`src/rtl/counter.sv`:
```
// counter: WIDTH-bit up/down counter with synchronous clear and load and a
// registered wrap indication (one-cycle pulse or sticky, per STICKY_OVERFLOW).
// Priority at each rising edge is clear_i > load_i > en_i.
// Optional simulation checks are compiled in when COUNTER_ASSERT_EN is defined.
module counter #(
  parameter int unsigned WIDTH           = 4,
  parameter bit          STICKY_OVERFLOW = 1'b0
) (
  input  logic             clk_i,
  input  logic             rst_ni,
  input  logic             clear_i,
  input  logic             en_i,
  input  logic             load_i,
  input  logic             down_i,
  input  logic [WIDTH-1:0] d_i,
  output logic [WIDTH-1:0] q_o,
  output logic             overflow_o
);

  localparam logic [WIDTH-1:0] ONE = WIDTH'(1);

  logic [WIDTH-1:0] r_q;
  logic             r_ovf;

  logic [WIDTH-1:0] w_q_next;
  logic             w_ovf_next;
  logic             w_step;
  logic             w_at_max;
  logic             w_at_zero;
  logic             w_wrap;

  // A step only happens when neither clear nor load claims the edge.
  assign w_step    = en_i & ~clear_i & ~load_i;
  assign w_at_max  = (r_q == {WIDTH{1'b1}});
  assign w_at_zero = (r_q == '0);
  // Wrap: counting up out of all-ones or down out of zero.
  assign w_wrap    = w_step & (down_i ? w_at_zero : w_at_max);

  // Next-state selection for count and overflow flag.
  always_comb begin
    w_q_next   = r_q;
    w_ovf_next = 1'b0;
    if (clear_i) begin
      w_q_next   = '0;
      w_ovf_next = 1'b0;
    end else if (load_i) begin
      w_q_next   = d_i;
      w_ovf_next = 1'b0;
    end else begin
      if (en_i) begin
        w_q_next = down_i ? (r_q - ONE) : (r_q + ONE);
      end
      // Sticky mode keeps the flag until clear/load; pulse mode mirrors
      // only this edge's wrap.
      if (STICKY_OVERFLOW) begin
        w_ovf_next = r_ovf | w_wrap;
      end else begin
        w_ovf_next = w_wrap;
      end
    end
  end

  // State registers; both outputs come straight from these flops.
  always_ff @(posedge clk_i or negedge rst_ni) begin
    if (!rst_ni) begin
      r_q   <= '0;
      r_ovf <= 1'b0;
    end else begin
      r_q   <= w_q_next;
      r_ovf <= w_ovf_next;
    end
  end

  assign q_o        = r_q;
  assign overflow_o = r_ovf;

`ifdef COUNTER_ASSERT_EN
  // Elaboration-time guard on the width range.
  if (WIDTH < 1 || WIDTH > 32) begin : g_width_fatal
    $fatal(1, "counter: WIDTH=%0d outside 1..32", WIDTH);
  end

  logic             s_prev_idle;
  logic [WIDTH-1:0] s_prev_q;

  // Control inputs must be known on every active edge out of reset.
  always @(posedge clk_i) begin
    if (rst_ni) begin
      assert (!$isunknown({clear_i, load_i, en_i, down_i}))
        else $error("counter: X/Z on control input");
    end
  end

  // Remember whether the previous edge was idle and what the count was then.
  always @(posedge clk_i or negedge rst_ni) begin
    if (!rst_ni) begin
      s_prev_idle <= 1'b0;
      s_prev_q    <= '0;
    end else begin
      s_prev_idle <= ~(clear_i | load_i | en_i);
      s_prev_q    <= q_o;
    end
  end

  // An idle edge must leave the count untouched.
  always @(posedge clk_i) begin
    if (rst_ni && s_prev_idle) begin
      assert (q_o == s_prev_q)
        else $error("counter: q_o changed after an idle edge");
    end
  end
`else
  // Checks disabled: no simulation-only logic in this build.
`endif

endmodule

```
`config.mk`:
```
export PLATFORM = sky130hd
export DESIGN_NAME = counter
export DESIGN_NICKNAME = d
export VERILOG_FILES = /design/src/rtl/counter.sv
export SDC_FILE = /design/constraint.sdc
export NUM_CORES = 1
export LEC_CHECK = 0
export BUFFER_PORTS_ARGS = -buffer_cell sky130_fd_sc_hd__buf_2
export CAP_MARGIN = 10
export CELL_PAD_IN_SITES_DETAIL_PLACEMENT = 1
export CELL_PAD_IN_SITES_GLOBAL_PLACEMENT = 1
export CORE_AREA = 2 2 39 41
export CTS_BUF_LIST = sky130_fd_sc_hd__clkbuf_16
export DETAILED_ROUTE_END_ITERATION = 7
export DIE_AREA = 0 0 41 43
export GPL_ROUTABILITY_DRIVEN = 0
export PLACE_DENSITY = 0.64
export SYNTH_ARGS = -nofsm -noshare
export SYNTH_HDL_FRONTEND = slang
export SYNTH_SLANG_ARGS = --single-unit
```
`constraint.sdc`:
```
create_clock -name clk_i -period 4.5 [get_ports clk_i]
set_clock_uncertainty 0.15 [all_clocks]
set_input_delay 0.9 -clock clk_i [delete_from_list [all_inputs] [get_ports clk_i]]
set_output_delay 0.9 -clock clk_i [all_outputs]
set_load 0.1 [all_outputs]
```
Word level (Yosys, flattened, before mapping)
Cells that the tools add are included.
{ "op_classes": {"mux": 7, "reduce_logical": 2, "bitwise": 5, "n_eq_ne": 1, "addsub": 2} }
{ "op_table": {"columns": ["cell", "count"], "rows": [
  ["2-to-1 mux 4 bit", 4],
  ["adder 4 x 1 -> 4 bit (second input constant)", 1],
  ["== test 4 bit (second input constant)", 1],
  ["zero test 4 bit", 1],
  ["subtractor 4 x 1 -> 4 bit (second input constant)", 1],
  ["AND 1 bit", 3],
  ["2-to-1 mux 1 bit", 3],
  ["nonzero test 3 bit", 1],
  ["inverter 1 bit", 2]
]} }
{ "word_totals": {"register_bits": 5, "out_inout_bits": 5, "input_bits": 10, "elab_cells": 19} }

Longest topological paths before layout
Gate-level depths: netlist (run 1).
{ "depth": {"depth_word": 6, "mapped_depth": 6, "mapped_depth_nobuf": 6} }

Worst setup path after synthesis (run 1)
OpenSTA, ideal clock, no wires.
{ "synth_timing": {"path_type": "register to register", "start": "register r_q[0] (netlist: q_o[0])", "end": "register r_q[2] (netlist: q_o[2])", "arrival_ps": 2091, "n_path_buf": 0, "setup_slack_ps": 2140, "stages_incl_launch_ff": 7, "period_less_slack_ps": 2360, "cell_sequence": "dfrtp_1 inv_1 fa_1 xnor2_1 mux2_2 mux2i_1 nor2_1"} }
{ "synth_via": {"elab_chain_cells": 5} }
{ "synth_rtl": {"columns": ["element", "line_no", "text"], "rows": [
  ["start: declaration", "22", "logic [WIDTH-1:0] r_q;"],
  ["start signal: assignment", "69", "r_q <= w_q_next;"],
  ["adder 4 x 1 -> 4 bit or subtractor 4 x 1 -> 4 bit (tied branches)", "51", "w_q_next = down_i ? (r_q - ONE) : (r_q + ONE);"],
  ["2-to-1 mux 4 bit *", "51", null],
  ["2-to-1 mux 4 bit *", "50", "if (en_i) begin"],
  ["2-to-1 mux 4 bit *", "46", "end else if (load_i) begin"],
  ["2-to-1 mux 4 bit *", "43", "if (clear_i) begin"]
]} }
Mark *: on every way between the ends. The rest lies on a longest branch, timed or not. The select of a mux whose other input is x is not followed.
A chain may end at the register's enable or synchronous reset.

Worst setup path after layout (run 1)
{ "layout_timing": {"start": "register r_q[0] (netlist: q_o[0])", "end": "output q_o[0]"} }
{ "layout_rtl": {"columns": ["element", "line_no", "text"], "rows": [
  ["end: declaration", "16", "output logic [WIDTH-1:0] q_o,"]
]} }
No word-level cell between the ends.

==> results of run 1 <==
==> per-stage QoR <==
stage	utilization	setup WS, ns	power [mW]	cell area, um^2	hold slack [ns]
final	0.3888	2.309	0.2529	538.0	0.3333
after global routing	0.3888	2.222	0.2653	538.0	0.3375
after CTS	0.3888	2.298	0.2563	538.0	0.3341
after detailed placement	0.3318	2.097	0.1122	459.2	0.5210
after global placement	0.3318	2.140	0.1107	459.2	0.5334
after floorplan	-	2.140	0.09732	374.1	0.4544
==> kinds of logic (layout without fill, tap and decap cells) <==
| logic type | Yosys count | after routing | share of synthesized area |
|---|---|---|---|
| AOI/OAI and AO/OA | 7 | 7 | 0.1003 |
| DFF | 5 | 5 | 0.3344 |
| muxes | 2 | 2 | 0.05686 |
| buffers and inverters | 4 | 21 | 0.04346 |
| xor gates and xnor gates | 2 | 2 | 0.04683 |
| and+or+nand+nor | 16 | 16 | 0.2977 |
| adders and majority gates | 3 | 3 | 0.1204 |
==> layout by cell type, fill, tap and decap left out <==
| cell | Yosys | routed |
|---|---|---|
| a211oi_1 | 1 | 1 |
| a21oi_1 | 5 | 5 |
| and4_1 | 2 | 2 |
| and4bb_1 | 1 | 1 |
| buf_2 | 1 | 14 |
| clkbuf_16 | 0 | 3 |
| dfrtp_1 | 5 | 5 |
| fa_1 | 1 | 1 |
| ha_1 | 2 | 2 |
| inv_1 | 3 | 4 |
| mux2_2 | 1 | 1 |
| mux2i_1 | 1 | 1 |
| nand2b_1 | 2 | 2 |
| nand3_2 | 1 | 1 |
| nor2_1 | 6 | 6 |
| nor2b_1 | 1 | 1 |
| nor4_2 | 1 | 1 |
| nor4b_1 | 2 | 2 |
| o21ai_0 | 1 | 1 |
| xnor2_1 | 2 | 2 |
==> worst min path at each step <==
stage,from,end,slack (ns),cells past startpoint
after floorplan,rst_ni,overflow_o,0.45,0
after global placement,q_o[2],overflow_o,0.53,2
after detailed placement,q_o[2],overflow_o,0.52,2
after CTS,rst_ni,q_o[3],0.33,1
after global routing,rst_ni,q_o[3],0.34,1
final,rst_ni,q_o[3],0.33,1
==> where the power goes <==
| group | switching [mW] | total, mW | leakage [nW] | internal [mW] |
|---|---|---|---|---|
| logic | 0.0399 | 0.0577 | 0.151 | 0.0178 |
| clock network | 0.0273 | 0.142 | 0.0423 | 0.115 |
| registers | 0.00466 | 0.0531 | 0.0659 | 0.0484 |
| total | 0.0719 | 0.253 | 0.259 | 0.181 |
==> state kept, by name (all words and copies together) (netlist names) <==
signal	flops
q_o	4
overflow_o	1
==> area by class of cell <==
cell class | instances | share of cell area
multi-input combinational | 30 | 0.4326
sequential | 5 | 0.2326
clock buffer | 3 | 0.1395
timing repair buffer | 14 | 0.1302
tap | 16 | 0.03721
inverter | 3 | 0.02093
clock inverter | 1 | 0.006977
==> metal layers <==
metal / share of wire / global-route usage
met5: 0 / 0
met4: 0 / 0.02000
met3: 0.076 / 0.09424
met2: 0.46 / 0.1844
met1: 0.46 / 0.1569
==> reports/qor.csv, run 1 <==
stage,metric,value,unit
run_status,status,completed,
global_routing,grtUsageTotal,0.1292,
cts,clock_path_buffers,2,
critical_path,crit_buf_inv,1,
hold_path,hp-class,input pin to async pin,
placed_design,port_buffers,14,
critical_path,rrSetupSlack,2.72,ns
critical_path,cp-start-kind,register,
cts,clk_latency,0.22,ns
cts,cts.sinks,5,
sta,fin_crit,2.191,ns
pwr,peakVddDrop,0.4089,mV
synth,synth.top_cell.area_share,0.3344,
critical_path,crit_arrival,1.14,ns
critical_path,path_class,register to primary output,
floorplan,fp.dieArea,0.001763,mm^2
detailed_routing,dr_total_vias,351,
synth,synth_common_cells,"nor2_1, a21oi_1, dfrtp_1",
final_layout,fillers,164,
global_routing,grt_max_degree,10,
detailed_routing,first_iter_violations,2,
critical_path,ff2ff_path_depth,5,
cts,cts_resized,0,
cts,cts_buffers,3,
floorplan,start_util,0.2703,
global_routing,gr-total-overflow,0,
critical_path,end_kind,primary output,
detailed_routing,routed_via_density,4.875,
final_layout,multi_input_area,232.7,um^2
cts,cts_max_level,1,
critical_path,startpoint,q_o[0],
critical_path,rr_startpoint,q_o[2],
critical_path,required,3.45,ns
synth,synthCells,39,
pwr,p_per_area,470.1,mW/mm^2
sta,fmax,0.4563,GHz
critical_path,endpoint,q_o[0],
critical_path,crit_family,buffers and inverters,
synth,syn-num-nets,52,
final_layout,stdcell_count,72,
final_layout,diodes,0,
sta,max_slew_margin,0.6776,
cts,cts_setup_buffers,0,
detailed_routing,drc,0,
global_routing,grt_pass1_wl,1490,um
sta,final_hold_viol_count,0,
synth,ys_seq_area_frac,0.3344,
synth,synth_ff_type,dfrtp_1,
floorplan,core,0.001384,mm^2
synth,yosysMostFrequentCell,nor2_1,
cts,hold_buffers,0,
detailed_routing,drt.antenna.violating_nets,0,
floorplan,io_pins,15,
detailed_routing,wl_per_cell,12.39,um
floorplan,num_rows,14,
sta,slew_violations,0,
synth,ys_types,19,
cts,cts_root_buffer,clkbuf_16,
synth,syn_area_per_cell,9.593,um^2
synth,syn_area,374.1,um^2
floorplan,fp.dieW,41,um
final_layout,seqCellArea,125.1,um^2
sta,finalSetupViolCount,0,
critical_path,cp_num_cells,1,
critical_path,timing.rr.end,q_o[3],
critical_path,path_cells,buf_2,
global_routing,grt_pass1_vias,354,
cts,cts_tree,built,
pwr,leakage,0.2588,nW
critical_path,worst_path_max_delay_cell,buf_2,
sta,setup_tns,0,ns
flow_run,max-cap-violations,0,
detailed_routing,routed_wl,892,um
final_layout,drive_above_1_share,0.3571,
floorplan,die_height,43,um
cts,path_clk_slew,0.03,ns
final_layout,syn2layout_area_growth,43.81,%
critical_path,crit_path_max_fanout,6,
synth,synth_area_leaders,"dfrtp_1, a21oi_1, ha_1",
critical_path,slowest_delay,0.47,ns
synth,ys_seq_elements,5,
placed_design,placed_cells,68,
final_layout,final_nets,70,
synth,yosys_warnings,0,
synth,synth.largest_area_cell,dfrtp_1,
detailed_routing,first_pass_iters,2,
synth,async_reset_ff_frac,1.000,
sta,fin_crit_sh,0.4870,
global_routing,antenna_found_initial,0,
sta,tightest_slew,0.4869,ns
sta,rsz0062_at_grt,no,
synth,synth_edf_count,0,
No activity file was read; power rests on OpenSTA's default activity.
==> inputs of run 2 (changes only) <==
CORE_AREA = default   (was 2 2 39 41)
CORE_UTILIZATION = 28   (was default)
DIE_AREA = default   (was 0 0 41 43)
PLACE_DENSITY = 0.66   (was 0.64)
clock period = 2 ns   (was 4.5 ns; I/O delays follow)
==> run 2 against run 1 <==
Sequential power grew 130%. Die area shrank 16%. Hold slack lost 0.086 ns. Core utilization rose by 8.2 points. Flip-flop and latch count unchanged. Combinational power increased by 130%. Setup slack worse by 2.1 ns. Critical path type is now register to register.
==> reports/qor.csv, run 2 (synthesis gave the netlist of run 1 again) <==
stage,metric,value,unit
floorplan,core,0.001171,mm^2
cts,cts_buffers,3,
detailed_routing,routed_via_density,5.085,
detailed_routing,drt.antenna.violating_nets,0,
critical_path,end_kind,register,
sta,fin_crit_sh,0.8795,
sta,worst_hold_slack,0.2473,ns
detailed_routing,first_iter_violations,4,
cts,clk_latency,0.23,ns
final_layout,final_cell_mix,"buf_2, nor2_1, a21oi_1",
detailed_routing,highest_layer,met4,
detailed_routing,first_pass_iters,4,
hold_path,hold_depth,2,
pwr,leakage,0.2587,nW
cts,cts_max_level,1,
hold_path,hp-class,input pin to register,
sta,setup_tns,0,ns
final_layout,multi_input_area,232.7,um^2
final_layout,largest_reg_flops,4,
sta,max_slew_margin,0.6775,
cts,clock_path_buffers,2,
critical_path,path_class,register to register,
final_layout,drive_above_1_share,0.4035,
global_routing,gr-total-overflow,0,
critical_path,crit_path_max_fanout,5,
placed_design,dp_slack,0.09865,ns
critical_path,ff2ff_path_depth,5,
detailed_routing,drc,0,
final_layout,final_core_util,0.4712,
floorplan,die_height,38.55,um
placed_design,dpl_cell_area,462.9,um^2
cts,path_clk_slew,0.03,ns
detailed_routing,wl_met3,40,um
global_routing,grt_max_degree,10,
sta,setup_slack,0.2410,ns
detailed_routing,wl_met1,391,um
final_layout,final_nets,71,
pwr,p_per_area,1053,mW/mm^2
floorplan,io_pins,15,
final_layout,layout_commonest_cell,buf_2,
sta,final_hold_viol_count,0,
detailed_routing,wl_per_cell,13.87,um
final_layout,syn2layout_area_growth,47.49,%
placed_design,dp_hpwl,743.1,um
placed_design,port_buffers,14,
critical_path,required,1.96,ns
cts,cts_resized,0,
flow_run,max-cap-violations,0,
final_layout,fillers,137,
floorplan,fp.dieW,38.55,um
detailed_routing,wl_met2,537,um
global_routing,antenna_found_initial,0,
global_routing,grtUsageTotal,0.1667,
sta,rsz0062_at_grt,no,
sta,fin_crit,1.759,ns
cts,cts.sinks,5,
detailed_routing,routed_wl,985,um
detailed_routing,dr_total_vias,361,
sta,tightest_slew,0.4870,ns
floorplan,num_rows,12,
sta,finalSetupViolCount,0,
floorplan,fp.dieArea,0.001486,mm^2
final_layout,seqCellArea,131.4,um^2
cts,cts_root_buffer,clkbuf_16,
critical_path,crit_arrival,1.72,ns
cts,cts_tree,built,
global_routing,grt_pass1_wl,1573,um
final_layout,diodes,0,
floorplan,start_util,0.3194,
pwr,peakVddDrop,0.5535,mV
cts,cts_setup_buffers,0,
final_layout,fin_area,551.8,um^2
critical_path,cp-start-kind,register,
sta,slew_violations,0,
run_status,status,completed,
global_routing,grt_pass1_vias,346,
sta,fmax,0.5685,GHz
[run 2: power breakdown]
group	internal [mW]	switching, mW	leakage (nW)
Sequential	0.111	0.0107	0.0616
Clock	0.259	0.0687	0.0423
Combinational	0.0410	0.0906	0.155
Total	0.411	0.170	0.259
[run 2: critical path: stages, from the launching register on]
cell	delay (ns)
dfrtp_2	0.43
ha_1	0.34
a21oi_1	0.19
a21oi_1	0.12
nor4_2	0.19
and4bb_1	0.23
[run 2: layout make-up]
class	instances	area share
Tap cell	14	0.03175
Inverter	3	0.02041
Timing Repair Buffer	15	0.1451
Clock buffer	3	0.1361
Multi-Input combinational cell	30	0.4218
Clock inverter	1	0.006803
Sequential cell	5	0.2381
[run 2: through the flow]
step                      cells  power (mW)
after detailed placement     66      0.2538
after global placement       66      0.2509
after floorplan              39      0.2208
after global routing         71      0.6026
after CTS                    71      0.5847
final                        71      0.5808
[run 2: path summary, 6_finish.rpt]
path / start / endpoint / slack, ns
min in group asynchronous: rst_ni / q_o[3] / 0.37
min reg2reg: q_o[2] / overflow_o / 0.53
max: q_o[2] / q_o[3] / 0.24
max reg2reg: q_o[2] / q_o[3] / 0.24
min: clear_i / q_o[0] / 0.25
max in group asynchronous: rst_ni / q_o[0] / 1.17
[run 2: repair_timing]
action | CTS | global route
hold buffers | 1 | 0
endpoints found under the setup margin | 0 | 0
endpoints found under the hold margin | 5 | 0
[run 2: per-layer routing]
metal | vias to the layer above | track usage
met2 | 9 | 0.3042
met1 | 175 | 0.1679
met4 | 0 | 0.05172
li1 | 175 | -
met3 | 2 | 0.06977
met5 | - | 0
==> inputs of run 3 (changes only) <==
BUFFER_PORTS_ARGS = default   (was -buffer_cell sky130_fd_sc_hd__buf_2)
CORE_AREA = 2 2 39 41   (was default)
CORE_UTILIZATION = default   (was 28)
DIE_AREA = 0 0 41 43   (was default)
DONT_BUFFER_PORTS = 1   (was default)
PLACE_DENSITY = 0.5   (was 0.66)
clock period = 1.98 ns   (was 2 ns; I/O delays follow)
==> run 3 against run 2 <==
Sequential power about the same. Largest power group unchanged. Combinational power down 3%. Final cell count is 9.9% lower. Flip-flop and latch count stayed put. Routed wire length up 6.3%. Register-to-register slack lost 0.06 ns. Hold slack lost 0.17 ns. Cell area decreased by 4.5%. Critical path type unchanged. Clock power decreased by 2%. Via count shrank 7.2%. Global-route usage fell by 1.2 points. First-iteration DRC count fell by 75%.
==> reports/qor.csv, run 3 (synthesis gave the netlist of run 1 again) <==
stage,metric,value,unit
run_status,status,completed,
cts,cts_resized,0,
pwr,p_per_area,1089,mW/mm^2
detailed_routing,routed_wl,1047,um
floorplan,num_rows,14,
floorplan,io_pins,15,
final_layout,layout_commonest_cell,nor2_1,
sta,fin_crit,1.797,ns
final_layout,diodes,0,
placed_design,dpl_cell_area,437.9,um^2
cts,cts.sinks,5,
final_layout,final_cell_mix,"nor2_1, a21oi_1, buf_4",
pwr,p_total,0.5739,mW
sta,fmax,0.5566,GHz
critical_path,cp-start-kind,register,
cts,path_clk_slew,0.03,ns
sta,worst_hold_slack,0.07827,ns
final_layout,drive_above_1_share,0.2917,
cts,cts_root_buffer,clkbuf_16,
cts,cts_tree,built,
flow_run,max-cap-violations,0,
detailed_routing,wl_per_cell,16.36,um
sta,setup_tns,0,ns
pwr,leakage,0.2242,nW
final_layout,syn2layout_area_growth,40.80,%
cts,cts_buffers,3,
placed_design,dp_slack,0.1833,ns
critical_path,required,1.94,ns
global_routing,grt_pass1_vias,366,
detailed_routing,first_iter_violations,1,
sta,finalSetupViolCount,0,
sta,final_hold_viol_count,0,
final_layout,largest_reg_flops,4,
floorplan,core,0.001384,mm^2
final_layout,fin_area,526.8,um^2
global_routing,grtUsageTotal,0.1544,
cts,clk_latency,0.23,ns
hold_path,hp-class,input pin to register,
critical_path,crit_arrival,1.76,ns
sta,setup_slack,0.1834,ns
floorplan,fp.dieArea,0.001763,mm^2
global_routing,grt_pass1_wl,1752,um
global_routing,antenna_found_initial,0,
final_layout,fillers,167,
sta,fin_crit_sh,0.9074,
detailed_routing,drc,0,
sta,max_slew_margin,0.8039,
critical_path,path_class,register to register,
global_routing,gr-total-overflow,0,
critical_path,crit_path_max_fanout,3,
placed_design,port_buffers,0,
final_layout,seqCellArea,136.4,um^2
pwr,peakVddDrop,0.4927,mV
floorplan,fp.dieW,41,um
detailed_routing,dr_total_vias,335,
floorplan,die_height,43,um
cts,clock_path_buffers,2,
detailed_routing,first_pass_iters,4,
global_routing,grt_max_degree,10,
detailed_routing,routed_via_density,5.234,
sta,slew_violations,0,
cts,cts_max_level,1,
final_layout,final_nets,62,
sta,tightest_slew,0.2900,ns
detailed_routing,drt.antenna.violating_nets,0,
critical_path,end_kind,register,
floorplan,start_util,0.2703,
sta,rsz0062_at_grt,no,
final_layout,multi_input_area,232.7,um^2
run 3: changes by cell type in the layout (fill, tap and decap cells not counted):
cell / previous run / this run
buf_2: 14 / 0
buf_4: 0 / 5
dfrtp_2: 2 / 0
dfrtp_4: 1 / 3
run 3: final timing paths:
path	from	to	slack (ns)	cells past startpoint
setup reg to reg	q_o[2]	q_o[3]	0.18	5
max in group asynchronous	rst_ni	q_o[1]	1.12	1
hold / removal	clear_i	q_o[0]	0.08	1
setup / recovery	q_o[2]	q_o[3]	0.18	5
min in group asynchronous	rst_ni	q_o[2]	0.33	1
hold reg to reg	q_o[3]	overflow_o	0.63	3
run 3: critical path, cell delays in order, from the launching register on:
cell and delay, ns:
dfrtp_4 0.46, ha_1 0.33, a21oi_1 0.17, a21oi_1 0.12, nor4_2 0.21, and4bb_1 0.24
run 3: final cells by class:
type	instances	share of cell area
inverter	3	0.02138
sequential	5	0.2589
clock buffer	3	0.1425
clock inverter	1	0.007126
tap	16	0.03800
timing repair buffer	6	0.09026
multi-input combinational	30	0.4418
run 3: timing repair:
item                                   4_1_cts  5_1_grt
hold buffers                                 1        0
endpoints found under the hold margin        5        0
setup buffers                                0        0
run 3: report_power, final:
part / switching [mW] / total (mW) / internal [mW]
logic: 0.0873 / 0.128 / 0.0410
clock network: 0.0622 / 0.323 / 0.261
registers: 0.00891 / 0.122 / 0.113
total: 0.158 / 0.574 / 0.415
run 3: routing by layer:
layer,up-vias,wire length [um],global-route usage
li1,157,-,-
met1,165,415,0.1895
met2,11,550,0.2219
met3,2,66,0.06283
met4,0,14,0.08000
met5,-,0,0
run 3: per-stage QoR:
step                      utilization  instances
final                          0.3807         64
after global routing           0.3807         64
after CTS                      0.3807         64
after detailed placement       0.3165         59
after global placement         0.3165         59
after floorplan                     -         39
